==> src/rtl/sys_cntr_pkg.sv <==
// rtl/sys_cntr_pkg.sv - shared state and grant encodings for the transmit controller
package sys_cntr_pkg;

    typedef enum logic [1:0] {
        ST_IDLE    = 2'b00,
        ST_SEND    = 2'b01,
        ST_WAIT_HI = 2'b11,
        ST_WAIT_LO = 2'b10
    } state_e;

    typedef enum logic {
        GNT_RD  = 1'b0,
        GNT_ALU = 1'b1
    } gnt_e;

endpackage

==> src/rtl/sys_tx_slot.sv <==
// rtl/sys_tx_slot.sv - one-entry holding slot with capture/release and drop detection
module sys_tx_slot #(
    parameter int W = 8
) (
    input  logic         clk_i,
    input  logic         rst_ni,
    input  logic [W-1:0] data_i,
    input  logic         strobe_i,
    input  logic         release_i,
    output logic [W-1:0] q_o,
    output logic         pending_o,
    output logic         drop_o
);

    logic [W-1:0] q_q;
    logic         pend_q;
    logic         capture;

    // A strobe lands when the slot is empty or being freed on this very edge.
    always_comb begin
        capture = strobe_i && (!pend_q || release_i);
        drop_o  = strobe_i && pend_q && !release_i;
    end

    // Slot contents and pending flag; capture wins over a same-edge release.
    always_ff @(posedge clk_i or negedge rst_ni) begin
        if (!rst_ni) begin
            q_q    <= '0;
            pend_q <= 1'b0;
        end else if (capture) begin
            q_q    <= data_i;
            pend_q <= 1'b1;
        end else if (release_i) begin
            pend_q <= 1'b0;
        end
    end

    assign q_o       = q_q;
    assign pending_o = pend_q;

endmodule

==> src/rtl/sys_cntr_tx.sv <==
// rtl/sys_cntr_tx.sv - arbitrates reg-file and ALU results into UART Tx bytes
module sys_cntr_tx
    import sys_cntr_pkg::*;
#(
    parameter int width   = 8,
    parameter int BUSY_TO = 15
) (
    input  logic               CLK,
    input  logic               Reset,
    input  logic [width-1:0]   RdData,
    input  logic               RdData_Valid,
    input  logic [2*width-1:0] ALU_OUT,
    input  logic               OUT_Valid,
    input  logic               Tx_Busy,
    output logic [width-1:0]   Tx_P_Data,
    output logic               Tx_Valid,
    output logic               Drop_Err
);

    localparam logic [7:0] CNT_LAST = 8'(BUSY_TO - 1);

    state_e             state_q, state_d;
    gnt_e               gnt_q, gnt_d;
    gnt_e               last_q, last_d;
    gnt_e               pick;
    logic               idx_q, idx_d;
    logic [7:0]         cnt_q, cnt_d;
    logic [width-1:0]   data_q, data_d;
    logic               valid_q, valid_d;
    logic               drop_q, drop_d;

    logic [width-1:0]   rd_q;
    logic [2*width-1:0] alu_q;
    logic               rd_pend, alu_pend;
    logic               rd_drop, alu_drop;
    logic               rd_rel, alu_rel;

    sys_tx_slot #(.W(width)) u_rd_slot (
        .clk_i     (CLK),
        .rst_ni    (Reset),
        .data_i    (RdData),
        .strobe_i  (RdData_Valid),
        .release_i (rd_rel),
        .q_o       (rd_q),
        .pending_o (rd_pend),
        .drop_o    (rd_drop)
    );

    sys_tx_slot #(.W(2*width)) u_alu_slot (
        .clk_i     (CLK),
        .rst_ni    (Reset),
        .data_i    (ALU_OUT),
        .strobe_i  (OUT_Valid),
        .release_i (alu_rel),
        .q_o       (alu_q),
        .pending_o (alu_pend),
        .drop_o    (alu_drop)
    );

    // Arbitration, handshake sequencing, busy timeout and slot release.
    always_comb begin
        state_d = state_q;
        gnt_d   = gnt_q;
        last_d  = last_q;
        idx_d   = idx_q;
        cnt_d   = cnt_q;
        data_d  = data_q;
        valid_d = valid_q;
        drop_d  = drop_q | rd_drop | alu_drop;
        pick    = GNT_RD;
        rd_rel  = 1'b0;
        alu_rel = 1'b0;
        case (state_q)
            ST_IDLE: begin
                if (!Tx_Busy && (rd_pend || alu_pend)) begin
                    if (rd_pend && alu_pend) begin
                        // Contested grant alternates; only contested grants move the pointer.
                        pick   = (last_q == GNT_ALU) ? GNT_RD : GNT_ALU;
                        last_d = pick;
                    end else begin
                        pick = rd_pend ? GNT_RD : GNT_ALU;
                    end
                    gnt_d   = pick;
                    data_d  = (pick == GNT_RD) ? rd_q : alu_q[width-1:0];
                    valid_d = 1'b1;
                    state_d = ST_SEND;
                end
            end
            ST_SEND: begin
                valid_d = 1'b0;
                cnt_d   = '0;
                state_d = ST_WAIT_HI;
            end
            ST_WAIT_HI: begin
                if (Tx_Busy) begin
                    state_d = ST_WAIT_LO;
                end else if (cnt_q == CNT_LAST) begin
                    // Transmitter never acknowledged: re-issue the same byte.
                    valid_d = 1'b1;
                    state_d = ST_SEND;
                end else begin
                    cnt_d = cnt_q + 8'd1;
                end
            end
            ST_WAIT_LO: begin
                if (!Tx_Busy) begin
                    if (gnt_q == GNT_ALU && !idx_q) begin
                        idx_d   = 1'b1;
                        data_d  = alu_q[2*width-1:width];
                        valid_d = 1'b1;
                        state_d = ST_SEND;
                    end else begin
                        rd_rel  = (gnt_q == GNT_RD);
                        alu_rel = (gnt_q == GNT_ALU);
                        idx_d   = 1'b0;
                        state_d = ST_IDLE;
                    end
                end
            end
            default: state_d = ST_IDLE;
        endcase
    end

    // State and output registers.
    always_ff @(posedge CLK or negedge Reset) begin
        if (!Reset) begin
            state_q <= ST_IDLE;
            gnt_q   <= GNT_RD;
            last_q  <= GNT_ALU;
            idx_q   <= 1'b0;
            cnt_q   <= '0;
            data_q  <= '0;
            valid_q <= 1'b0;
            drop_q  <= 1'b0;
        end else begin
            state_q <= state_d;
            gnt_q   <= gnt_d;
            last_q  <= last_d;
            idx_q   <= idx_d;
            cnt_q   <= cnt_d;
            data_q  <= data_d;
            valid_q <= valid_d;
            drop_q  <= drop_d;
        end
    end

    assign Tx_P_Data = data_q;
    assign Tx_Valid  = valid_q;
    assign Drop_Err  = drop_q;

endmodule

==> config.mk <==
export PLATFORM = sky130hd
export DESIGN_NAME = sys_cntr_tx
export DESIGN_NICKNAME = d
export VERILOG_FILES = /design/src/rtl/sys_cntr_pkg.sv /design/src/rtl/sys_tx_slot.sv /design/src/rtl/sys_cntr_tx.sv
export SDC_FILE = /design/constraint.sdc
export NUM_CORES = 1
export LEC_CHECK = 0
export ABC_AREA = 0
export CAP_MARGIN = 0
export CORE_ASPECT_RATIO = 1.75
export CORE_MARGIN = 2
export CORE_UTILIZATION = 46
export DETAILED_ROUTE_END_ITERATION = 12
export PLACE_DENSITY = 0.78
export SLEW_MARGIN = 0
export SYNTH_ARGS = -nofsm -noshare
export SYNTH_HDL_FRONTEND = slang
export SYNTH_HIERARCHICAL = 1
export SYNTH_SLANG_ARGS = --single-unit
==> constraint.sdc <==
create_clock -name CLK -period 3 [get_ports CLK]
set_input_delay 0.75 -clock CLK [delete_from_list [all_inputs] [get_ports CLK]]
set_output_delay 0.75 -clock CLK [all_outputs]
set_load 0.05 [all_outputs]
* Word level (Yosys, flattened, before mapping) *
Index checks and enable logic that the tools add are counted.

operators by class
  $lt $le $gt $ge = 0
  bitwise logic cells = 4
  $add $sub $neg = 1
  $mul = 0
  eq/ne operators = 11
  div/mod/pow operators = 0
  reduce and logical (&&, ||, !) cells = 30
  shift operators = 0
  muxes and demuxes = 36

operator list
  cell                                                  count
  2-to-1 mux 8 bit                                      6
  one-hot mux 8 bit (2 select lines)                    2
  2-to-1 mux 1 bit                                      22
  inequality test 2 bit (second input constant)         6
  logical AND 1 bit                                     9
  AND reduction 3 bit                                   3
  adder 8 x 1 -> 8 bit (second input constant)          1
  equality test 8 x 4 -> 1 bit (second input constant)  1
  2-to-1 mux 2 bit                                      4
  one-hot mux 2 bit (4 select lines)                    1
  nonzero test 2 bit                                    4
  zero test 1 bit                                       6
  AND reduction 5 bit                                   1
  equality test 2 bit (second input constant)           2
  one-hot mux 1 bit (4 select lines)                    1
  AND reduction 2 bit                                   2
  AND reduction 4 bit                                   1
  logical OR 1 bit                                      3
  inequality test 3 bit (second input constant)         1
  equality test 2 x 1 -> 1 bit (second input constant)  1
  zero test 2 bit                                       1
  NOT 1 bit                                             2
  bitwise OR 1 bit                                      2

storage, ports and cells
  memory bits (writable) = 0
  memories kept = 0
  output and inout bits = 10
  bits in latches = 0
  ROM bits = 0
  flip-flop bits (word level) = 49
  word-level logic and storage cells = 94
  bits of input ports = 29

* Longest topological paths before layout *
Gate-level depths: netlist (run 1).

  depth in word-level cells = 9
  gate-level depth with buffers = 8
  mapped depth without buffers = 7

* Hierarchy *
The synthesis (run 1) kept the hierarchy.

by module, submodules not included
  module                    area each (µm²)  times used  cells an instance  seq. area each (µm²)
  sys_cntr_tx               1330.0           1           144                576.8
  sys_tx_slot (u_alu_slot)  699.4            1           39                 425.4
  sys_tx_slot (u_rd_slot)   381.6            1           22                 225.2

* Worst setup path before layout (run 1) *
No wires, ideal clock.

  path kind = input-to-reg
  start = input Tx_Busy
  end = register u_alu_slot.q_q[0] (netlist: u_alu_slot/q_o[0])
  setup slack = 0.920 ns
  required time = 2.875 ns
  buffers on the path = 2
  stages on the path = 7
  data arrival time = 1.955 ns
  setup time = 0.125 ns
  cell sequence = clkbuf_1 > nor2_1 > and3_1 > nand2b_4 > nand2_4 > buf_12 > mux2_4

between the ends
  longest elaborated chain between the ends = 4

ends and longest elaborated chain
  item                    RTL line            text
  start: declaration      sys_cntr_tx.sv:14   input logic Tx_Busy,
  2-to-1 mux 1 bit        sys_cntr_tx.sv:106  if (!Tx_Busy) begin
  2-to-1 mux 1 bit        sys_cntr_tx.sv:73   case (state_q)
  named net alu_rel       sys_cntr_tx.sv:36   logic rd_rel, alu_rel;
  logical OR 1 bit        sys_tx_slot.sv:21   capture = strobe_i && (!pend_q || release_i);
  logical AND 1 bit       sys_tx_slot.sv:21
  end signal: assignment  sys_tx_slot.sv:31   q_q <= data_i;
  end: declaration        sys_tx_slot.sv:15   logic [W-1:0] q_q;

The timed path passes the listed nets, and every way through them passes these cells.
A chain may end at the register's enable or synchronous reset.

* Final worst setup path (run 1) *
  start = register state_q[0]
  end = register u_alu_slot.q_q[9] (netlist: u_alu_slot/q_o[9])

between the ends
  longest elaborated chain between the ends = 4

ends and longest elaborated chain
  item                      RTL line            text
  start: declaration        sys_cntr_tx.sv:22   state_e state_q, state_d;
  start signal: assignment  sys_cntr_tx.sv:136  state_q <= state_d;
  equality test 2 bit       sys_cntr_tx.sv:73
  2-to-1 mux 1 bit          sys_cntr_tx.sv:73
  named net alu_rel         sys_cntr_tx.sv:36
  logical OR 1 bit          sys_tx_slot.sv:21
  logical AND 1 bit         sys_tx_slot.sv:21

The timed path passes the listed nets, and every way through them passes these cells.

==> results of run 1 <==
how the worst max path moves through the flow:
stage / startpoint / endpoint / slack, ps / depth (start not counted)
floorplan: Tx_Busy / u_alu_slot/q_o[0] / 920 / 7
CTS: state_q[0] / u_alu_slot/q_o[9] / 760 / 7
global placement: Tx_Busy / u_alu_slot/q_o[9] / 620 / 6
finish: state_q[0] / u_alu_slot/q_o[9] / 730 / 7
detailed placement: Tx_Busy / u_alu_slot/q_o[9] / 600 / 6
global route: state_q[0] / u_alu_slot/q_o[10] / 590 / 7
state kept, by name (all words and copies together) (netlist names):
register and cells:
u_rd_slot/pending_o 1, gnt_q 1, cnt_q 8, Tx_Valid 1
last_q 1, u_alu_slot/pending_o 1, u_alu_slot/q_o 16, state_q 2
Tx_P_Data 8, Drop_Err 1, u_rd_slot/q_o 8, idx_q 1
cell usage in the layout (no fill, tap or decap), drive strengths merged, types with 2 or more instances in the layout:
cell type,count
dfrtp,48
clkdlybuf4s50,37
nand2,29
mux2,25
nor2,14
and3,10
o31ai,9
a211oi,8
clkbuf,7
nand3,6
nor3,4
inv,4
or3,3
a21oi,3
o211ai,3
o311ai,3
buf,3
nand2b,3
o21ai,2
or4,2
a31oi,2
ha,2
and2b,2
cells by family (layout without fill, tap and decap cells):
kind of cell / after synthesis / in the layout
and+or+nand+nor: 79 / 79
DFF: 49 / 49
AOI/OAI and AO/OA: 35 / 35
muxes: 25 / 25
buffers and inverters: 14 / 53
adders and majority gates: 2 / 2
xor gates and xnor gates: 1 / 1
through the flow:
step / hold slack, ps / utilization
floorplan: 454 / -
global placement: 462 / 0.558
detailed placement: 471 / 0.558
CTS: 422 / 0.581
global route: 446 / 0.581
finish: 411 / 0.581
metal layers:
metal / routed length [µm] / global-route usage
met2: 2400 / 0.293
met3: 146 / 0.0361
met5: 0 / 0
met4: 144 / 0.0927
met1: 1980 / 0.226
cell type report:
cell class              instances  area, µm²
repair buffers                 40        390
multi-input cells             142       1090
inverters                       5       18.8
fillers                       423       2100
clock inverters                 1       30.0
clock buffers                   7       86.3
flip-flops and latches         49       1230
well taps                      54       67.6
power by group:
group          internal (mW)  switching (mW)
Clock                  0.272           0.211
Combinational          0.584           0.591
Sequential             0.959           0.278
==> impl_results.md, run 1 <==
* Setup Slack @ Placement at between 600 and 700 ps
* Hpwl dp at roughly 3500 µm
* CP max-delay cell: dfrtp_1
* Worst hold path type: primary input to async pin
* Crit path cell chain: clkinv_1 -> nand2_1 -> nor2_1 -> and3_1 -> nand2b_4 -> nand2_4 -> mux2_2
* Die Wd at 58.7 µm
* Layout area overhead at 20.9%
* Worst-path fanout max at 16
* CTS H-tree lvls at 2
* Req. time, crit path at about 3200 ps
* Reg2reg path depth at 7
* Pre-antenna DRT Iters at 8
* DR DRC count at 3
* Worst Setup Slack, final at 731 ps
* Rows at 34
* GPL Wtd Cong at 0.797
* First-pass GRT wire length at 8200 µm
* Final TNS setup at 0 ps
* Total number of vias at 1694
* Largest family of logic cells by synthesized area: simple AND/OR/NAND/NOR gates
* Drt wl/cell at 15.7 µm
* Antenna Nets Post-Route at 0
* Cells after Synth at 205
* TritonCTS Buffers at 5
* Top_reg_cell synth: dfrtp_1
* Sink Count at 49
* Overall routing resource usage at 0.182
* Worst-path clk slew at approximately 90 ps
* GRT overflow at 0
* Post-synthesis cell type count at 48
* Setup bufs post-CTS at 0
* Vias in the first global route at approximately 1700
* Crit-path leading delay family: simple AND/OR/NAND/NOR gates
* Buf/Inv on CP at 1
* Pwr Total at 2.90 mW
* RR Endpoint: u_alu_slot/q_o[9]
* FF-to-FF setup slack at ~730 ps
* FF+latch count, synth at 49
* Async SR Flop Fraction at 1.00
* Die Y at 99.8 µm
* Area share of the largest cell type after synthesis at 0.498
* Synth cell count leaders: 48 x dfrtp_1, 27 x nand2_1, 18 x mux2_4, 13 x nor2_1
* CTS tree: done
* Initial antenna violation count at 0
* Area contributors post-synth: dfrtp_1 50%, mux2_4 11%, nand2_1 4.2%
* Worst-Margin Slew at 639 ps
* Ant. Diodes at 0
* Slew HR at 0.572
* Clock skew at 11.8 ps
* Initial core utilization at 0.480
* Sequential area share after synthesis at 0.509
* Max VDD drop at roughly 520 µV
* Layout cells sized above 1 at 0.209
* Final setup vio count at 0
* Area leader, netlist: dfrtp_1
* Critical path arrival at 2460 ps
* Top-count cell post-synth: dfrtp_1
* CORE AREA at 0.00502 mm²
* Synth Area in Simple Gates at 0.183
* Syn Area/Cell at 11.8 µm²
* Placed Area at 0.00280 mm²
* Final Hold Fails at 0
* Placed cells at 290
* Cell Area, Synth at 0.00241 mm²
* Max Cap Violations at 0
* Startpoint types: register
* Via density at 5.68
* Iteration-0 DRC Markers at 75
* Compound-gate portion of the synthesized area at 0.112
* Synth Net Count at ~240
* RSZ-0062 raised after global routing: no
* Die footprint at between 0.005 and 0.006 mm²
* Crit. End Element: register
* Status: complete, but fails checks
* Final critical-path required period at approximately 2300 ps
* Adder-Cell Fraction of Synth Area at 0.0104
* Buffers added on ports at 38
* Clock Path Buffers at 2
* CTS root buf: clkbuf_8
* Synth warn at 6
* Crit-path max cell delay at 600 ps
* Post-route cell area at 0.00292 mm²
* Post-synthesis xor/xnor area fraction at 0.00363
* Largest net degree at the start of global routing at 28
* Pwr dens at 993 mW/mm²
* Kind of critical path: register to register
* Multiplexer area fraction after synthesis at 0.145
* Post-CTS sizing at 0
* P_leak at 1.34 nW
* Failing checks: design-rule violations
* Fmax at 0.441 GHz
* Worst-skew pair later-pin latency at 300 ps
* Fin crit share at 0.756
* Origin of the critical flop-to-flop path: state_q[0]
* Layout Nets at 274
* # hold bufs at CTS at 0
* Drt total wl at 4670 µm
* I/O pin count at 39
* Finished Layout Cells at 298
* Slew Limit Fails at 0
* Post-synth EDFFs at 0
Note: power is estimated with default switching activity, not from simulation.
==> inputs of run 2 (changes only) <==
clock period = 2.22 ns   (was 3 ns; I/O delays follow)
==> run 2 against run 1 <==
  * The flow still finishes with violations (design-rule violations)
  * First-iteration DRC count is 33% higher
  * Clock-buffer cell count decreased by 2
  * Global-route usage is 0.70 points lower
  * Clock power up 32%
  * Final cell count up 1.3%
  * Power grew 37%
  * Worst hold slack got worse by 84 ps
  * Critical path depth shrank 6
  * Clock skew rose by 0.61 ps
  * Non-clock buffer count up 4
  * Flip-flop and latch count is the same
  * Wire length fell by 1.7%
  * Critical path type is now register to output pin
  * Critical endpoint is now Tx_P_Data[5]
==> impl_results.md, run 2 (synthesized netlist as in run 1, its figures left out) <==
* RSZ-0062 raised after global routing: no
* Largest register FFs at 16 (unchanged)
* Slew HR at 0.568 (-0.00482)
* Startpoint types: register
* Critical path arrival at 1490 ps (-970 ps)
* Sink Count at 49 (unchanged)
* Die Y at 99.8 µm (unchanged)
* Failing checks: design-rule violations
* Psw at 1.48 mW (+37%)
* Crit. End Element: output pin
* Max VDD drop at 654 µV (+25%)
* Crit path cell chain: clkdlybuf4s50_1
* Clock skew at 12.4 ps (+0.609 ps)
* Multi-input gate area at 0.00109 mm² (unchanged)
* Antenna Nets Post-Route at 0 (unchanged)
* Pre-antenna DRT Iters at 8 (unchanged)
* Status: complete, but fails checks
* Die Wd at 58.7 µm (unchanged)
* Pint at 2.47 mW (+36%)
* CORE AREA at 0.00502 mm² (unchanged)
* P_leak at 1.35 nW (+1.1%)
* Largest net degree at the start of global routing at 50 (+79%)
* DR DRC count at 3 (unchanged)
* GRT overflow at 0 (unchanged)
* TritonCTS Buffers at 5 (unchanged)
* Seq pwr share at 0.405 (-0.022)
* Buffers added on ports at 38 (unchanged)
* Crit path from: Tx_P_Data[5]
* Die footprint at 0.00586 mm² (unchanged)
* Worst-Margin Slew at 647 ps (+7.21 ps)
* Worst-skew pair later-pin latency at 310 ps (about the same)
* Buf/Inv on CP at 1 (unchanged)
* Req. time, crit path at 1660 ps (-1530 ps)
* Total number of vias at 1697 (+0.18%)
* Vias in the first global route at 1737 (-0.40%)
* I/O pin count at 39 (unchanged)
* Most common cell after layout, fill and taps aside: dfrtp_1
* Crit-path leading delay family: buffers and inverters
* CTS H-tree lvls at 2 (unchanged)
* CTS tree: done
* Origin of the critical flop-to-flop path: cnt_q[0]
* Hpwl dp at 3340 µm (-4.9%)
* Worst-path clk slew at 100 ps (about the same)
* Switch share at 0.375 (+0.00239)
* Clock share of power at 0.161 (-0.006)
* FILL cells at 397 (-6.1%)
* First-pass GRT wire length at 7950 µm (-3.1%)
* Fmax at 0.489 GHz
* Crit-path max cell delay at 810 ps (+210 ps)
* Worst hold path type: primary input to async pin
* Via density at 5.62 (-1.1%)
* # hold bufs at CTS at 0 (unchanged)
* Layout cells sized above 1 at 0.226 (+0.0168)
* Most frequent cells in the layout: 48 x dfrtp_1, 37 x clkdlybuf4s50_1, 27 x nand2_1
* Layout Nets at 278 (+1.5%)
* Drt total wl at 4590 µm (-1.7%)
* Final TNS setup at 0 ps (unchanged)
* Comb pwr share at 0.433 (+0.027)
* Post-CTS sizing at 0 (unchanged)
* Fin crit share at 0.922
* GPL Wtd Cong at 0.813 (+2.0%)
* Pwr dens at 1340 mW/mm² (+35%)
* FF/Latch Area at 0.00123 mm² (unchanged)
* Initial core utilization at 0.480 (unchanged)
* Iteration-0 DRC Markers at 100 (+33%)
* Ant. Diodes at 0 (unchanged)
* Final Hold Fails at 0 (unchanged)
* Slew Limit Fails at 0 (unchanged)
* Kind of critical path: register to output pin
* Clock Path Buffers at 2 (unchanged)
* Drt wl/cell at 15.2 µm (-3.0%)
* Layout area overhead at 22.1%
* Final hold slack at 327 ps (-83.5 ps)
* Overall routing resource usage at 0.175 (-0.00703)
* Max Cap Violations at 0 (unchanged)
* Setup bufs post-CTS at 0 (unchanged)
* CP max-delay cell: clkdlybuf4s50_1
* Final setup vio count at 0 (unchanged)
* Initial antenna violation count at 0 (unchanged)
* Rows at 34 (unchanged)
* CTS root buf: clkbuf_8
* Pwr Total at 3.95 mW (+37%)
* Final critical-path required period at slightly above 2000 ps
* Worst-path fanout max at 2 (-14)
==> run 2: changes by cell type in the layout (fill, tap and decap cells not counted), sizes merged <==
cell,change
buf,+4
clkbuf,-2
clkinv,+1
clkinvlp,+1
==> run 2: cell type report <==
type                    instances  share of cell area
clock inverters                 3              0.0157
clock buffers                   5              0.0234
flip-flops and latches         49               0.417
well taps                      54              0.0229
inverters                       5             0.00637
repair buffers                 44               0.143
multi-input cells             142               0.372
==> run 2: routing by layer <==
metal  share of wire  vias up  global-route usage
met5               0        -                   0
met4           0.021        0              0.0769
met3           0.029        9              0.0296
met1            0.42      823               0.209
met2            0.53       38               0.300
li1                -      827                   -
==> run 2: worst paths after layout <==
| path | end | slack [ps] | cells past startpoint |
|---|---|---|---|
| worst max-delay path | Tx_P_Data[5] | 170 | 1 |
| worst max register to register | state_q[1] | 520 | 6 |
| worst min register to register | Tx_P_Data[3] | 480 | 2 |
| min in group CLK | Tx_P_Data[3] | 480 | 2 |
| worst min-delay path | Tx_P_Data[2] | 330 | 2 |
| max in group asynchronous | Drop_Err | 1460 | 2 |
==> run 2: stage by stage <==
step	util	worst slack, ps	cells	area (µm²)
floorplan	-	335	205	2410
global placement	0.564	39.2	294	2830
detailed placement	0.564	32.5	294	2830
CTS	0.586	163	302	2940
global route	0.586	134	302	2940
finish	0.586	174	302	2940
==> run 2: power by group through the flow <==
stage	sequential, mW	clock (mW)	combinational [mW]
2_1_floorplan	1.74	0	1.13
3_3_place_gp	1.60	0	1.68
3_5_place_dp	1.62	0	1.71
4_1_cts	1.60	0.652	1.73
5_1_grt	1.66	0.682	1.89
6_report	1.60	0.638	1.71
==> inputs of run 3 (changes only) <==
CORE_UTILIZATION = 25   (was 46)
PLACE_DENSITY = 0.51   (was 0.78)
==> run 3 against run 2 <==
  * The flow now finishes without violations
  * Largest power group unchanged
  * Critical endpoint is now Tx_P_Data[3]
  * Register-to-register slack worse by 30 ps
  * Flip-flop and latch count unchanged
  * Power up 6.0%
  * Via count down 2.3%
  * Largest cell class unchanged
==> impl_results.md, run 3 (synthesized netlist as in run 1, its figures left out) <==
* Status: finished clean
* Worst-skew pair later-pin latency at 290 ps (-20 ps)
* Clock share of power at 0.213 (+0.052)
* Worst-Margin Slew at 662 ps (+15.6 ps)
* Clock Path Buffers at 2 (unchanged)
* # hold bufs at CTS at 0 (unchanged)
* Fmax at 0.492 GHz (+0.57%)
* Final critical-path required period at 2030 ps (-11.6 ps)
* Slew Limit Fails at 0 (unchanged)
* Antenna Nets Post-Route at 0 (unchanged)
* CP max-delay cell: clkdlybuf4s50_1
* Critical path arrival at 1480 ps (about the same)
* Max Cap Violations at 0 (unchanged)
* Crit-path max cell delay at 820 ps (about the same)
* Worst-path clk slew at 70 ps (-30 ps)
* Total number of vias at 1658 (-2.3%)
* Drt wl/cell at 14.0 µm (-7.8%)
* CTS tree: done
* Met3 Resource Use GR at 0.0202 (-0.00945)
* Setup Slack @ Placement at -5.00 ps (-37.5 ps)
* Via density at 4.49 (-20%)
* Post-route cell area at 0.00310 mm² (+5.1%)
* CORE AREA at 0.00941 mm² (+87%)
* Pint at 2.69 mW (+8.8%)
* Reg2reg path depth at 6 (unchanged)
* RSZ-0062 raised after global routing: no
* Kind of critical path: register to output pin
* Most frequent cells in the layout: 48 x dfrtp_1, 37 x clkdlybuf4s50_1, 27 x nand2_1
* Pwr Total at 4.19 mW (+6.0%)
* Die Y at 134 µm (+34%)
* TritonCTS Buffers at 5 (unchanged)
* M1 GR Usage at 0.124 (-0.0844)
* Sink Count at 49 (unchanged)
* GPL Wtd Cong at 0.741 (-8.9%)
* Hpwl dp at 3860 µm (+16%)
* CTS root buf: clkbuf_16
* Final Hold Fails at 0 (unchanged)
* Layout Nets at 277 (-0.36%)
* P_leak at 1.38 nW (+2.1%)
* Buf/Inv on CP at 1 (unchanged)
* Largest register FFs at 16 (unchanged)
* Final setup vio count at 0 (unchanged)
* Layout cells sized above 1 at 0.223 (-0.00313)
* Initial antenna violation count at 0 (unchanged)
* Placed Area at 0.00292 mm² (+3.2%)
* I/O pin count at 39 (unchanged)
* Switch share at 0.359 (-0.0165)
* Crit path cell chain: clkdlybuf4s50_1
* Crit. End Element: output pin
* Layout area overhead at 28.4%
* Overall routing resource usage at 0.108 (-0.0664)
* Buffers added on ports at 38 (unchanged)
* CP Depth at 1 (unchanged)
* GR met2 Demand/Resource at 0.192 (-0.108)
* DR DRC count at 0 (-3)
* Pwr dens at 1350 mW/mm² (+0.81%)
* Seq pwr share at 0.384 (-0.021)
* Comb pwr share at 0.403 (-0.030)
* GRT overflow at 0 (unchanged)
* Slew HR at 0.557 (-0.0104)
* Psw at 1.50 mW (+1.3%)
* Die Wd at 78.2 µm (+33%)
* Ant. Diodes at 0 (unchanged)
* Initial core utilization at 0.256 (-0.224)
* Startpoint types: register
* First-pass GRT wire length at 8850 µm (+11%)
* Max VDD drop at 463 µV (-29%)
* Drt total wl at 5170 µm (+13%)
* Setup bufs post-CTS at 0 (unchanged)
* Worst Setup Slack, final at 186 ps (+11.6 ps)
* Most common cell after layout, fill and taps aside: dfrtp_1
* FILL cells at 978 (+150%)
* Worst-path fanout max at 2 (unchanged)
* Iteration-0 DRC Markers at 67 (-33%)
* Final TNS setup at 0 ps (unchanged)
* Largest net degree at the start of global routing at 30 (-40%)
* Busiest grt layer: met2
* Crit-path leading delay family: buffers and inverters
* Fin crit share at 0.916 (-0.00521)
* Post-CTS sizing at 0 (unchanged)
* Req. time, crit path at 1660 ps (about the same)
* Clock skew at 8.68 ps (-3.74 ps)
* Pre-antenna DRT Iters at 4 (-4)
* Rows at 47 (+38%)
* Vias in the first global route at 1764 (+1.6%)
* Die footprint at 0.0105 mm² (+79%)
* Worst hold path type: primary input to async pin
* CTS H-tree lvls at 2 (unchanged)
## run 3: cell count changes in the layout (fill, tap and decap cells not counted), sizes merged
cell	before	now
buf	7	6
clkbuf	5	6
clkinv	2	1
## run 3: layer usage
layer	wire, µm	part of all wire
met4	106	0.021
met2	2730	0.53
met1	2170	0.42
met3	157	0.030
met5	0	0
## run 3: area by class of cell
cell class	instances	area, µm²	share of cell area
clock inverters	2	37.5	0.0121
well taps	122	153	0.0493
multi-input cells	142	1090	0.354
clock buffers	6	139	0.0449
repair buffers	43	425	0.137
inverters	5	18.8	0.00606
flip-flops and latches	49	1230	0.397
## run 3: power groups by stage
stage,clock (mW),combinational [mW],sequential (mW)
after floorplan,0,1.13,1.74
after global placement,0,1.69,1.62
after detailed placement,0,1.71,1.63
after CTS,0.919,1.72,1.61
after global routing,0.954,1.87,1.68
final,0.895,1.69,1.61
## run 3: worst paths after layout
kind | endpoint | slack [ps] | startpoint
max in group asynchronous | last_q | 1370 | Reset
min in group CLK | Drop_Err | 480 | Drop_Err
worst max-delay path | Tx_P_Data[3] | 190 | Tx_P_Data[3]
worst min register to register | Drop_Err | 480 | Drop_Err
worst min-delay path | u_alu_slot/q_o[1] | 230 | Reset
worst max register to register | u_alu_slot/q_o[9] | 490 | state_q[1]
## run 3: through the flow
stage               hold slack, ps  instances  utilization
detailed placement             466        361        0.310
CTS                            253        369        0.329
finish                         230        369        0.329
global route                   271        369        0.329
floorplan                      259        205            -
global placement               473        361        0.310
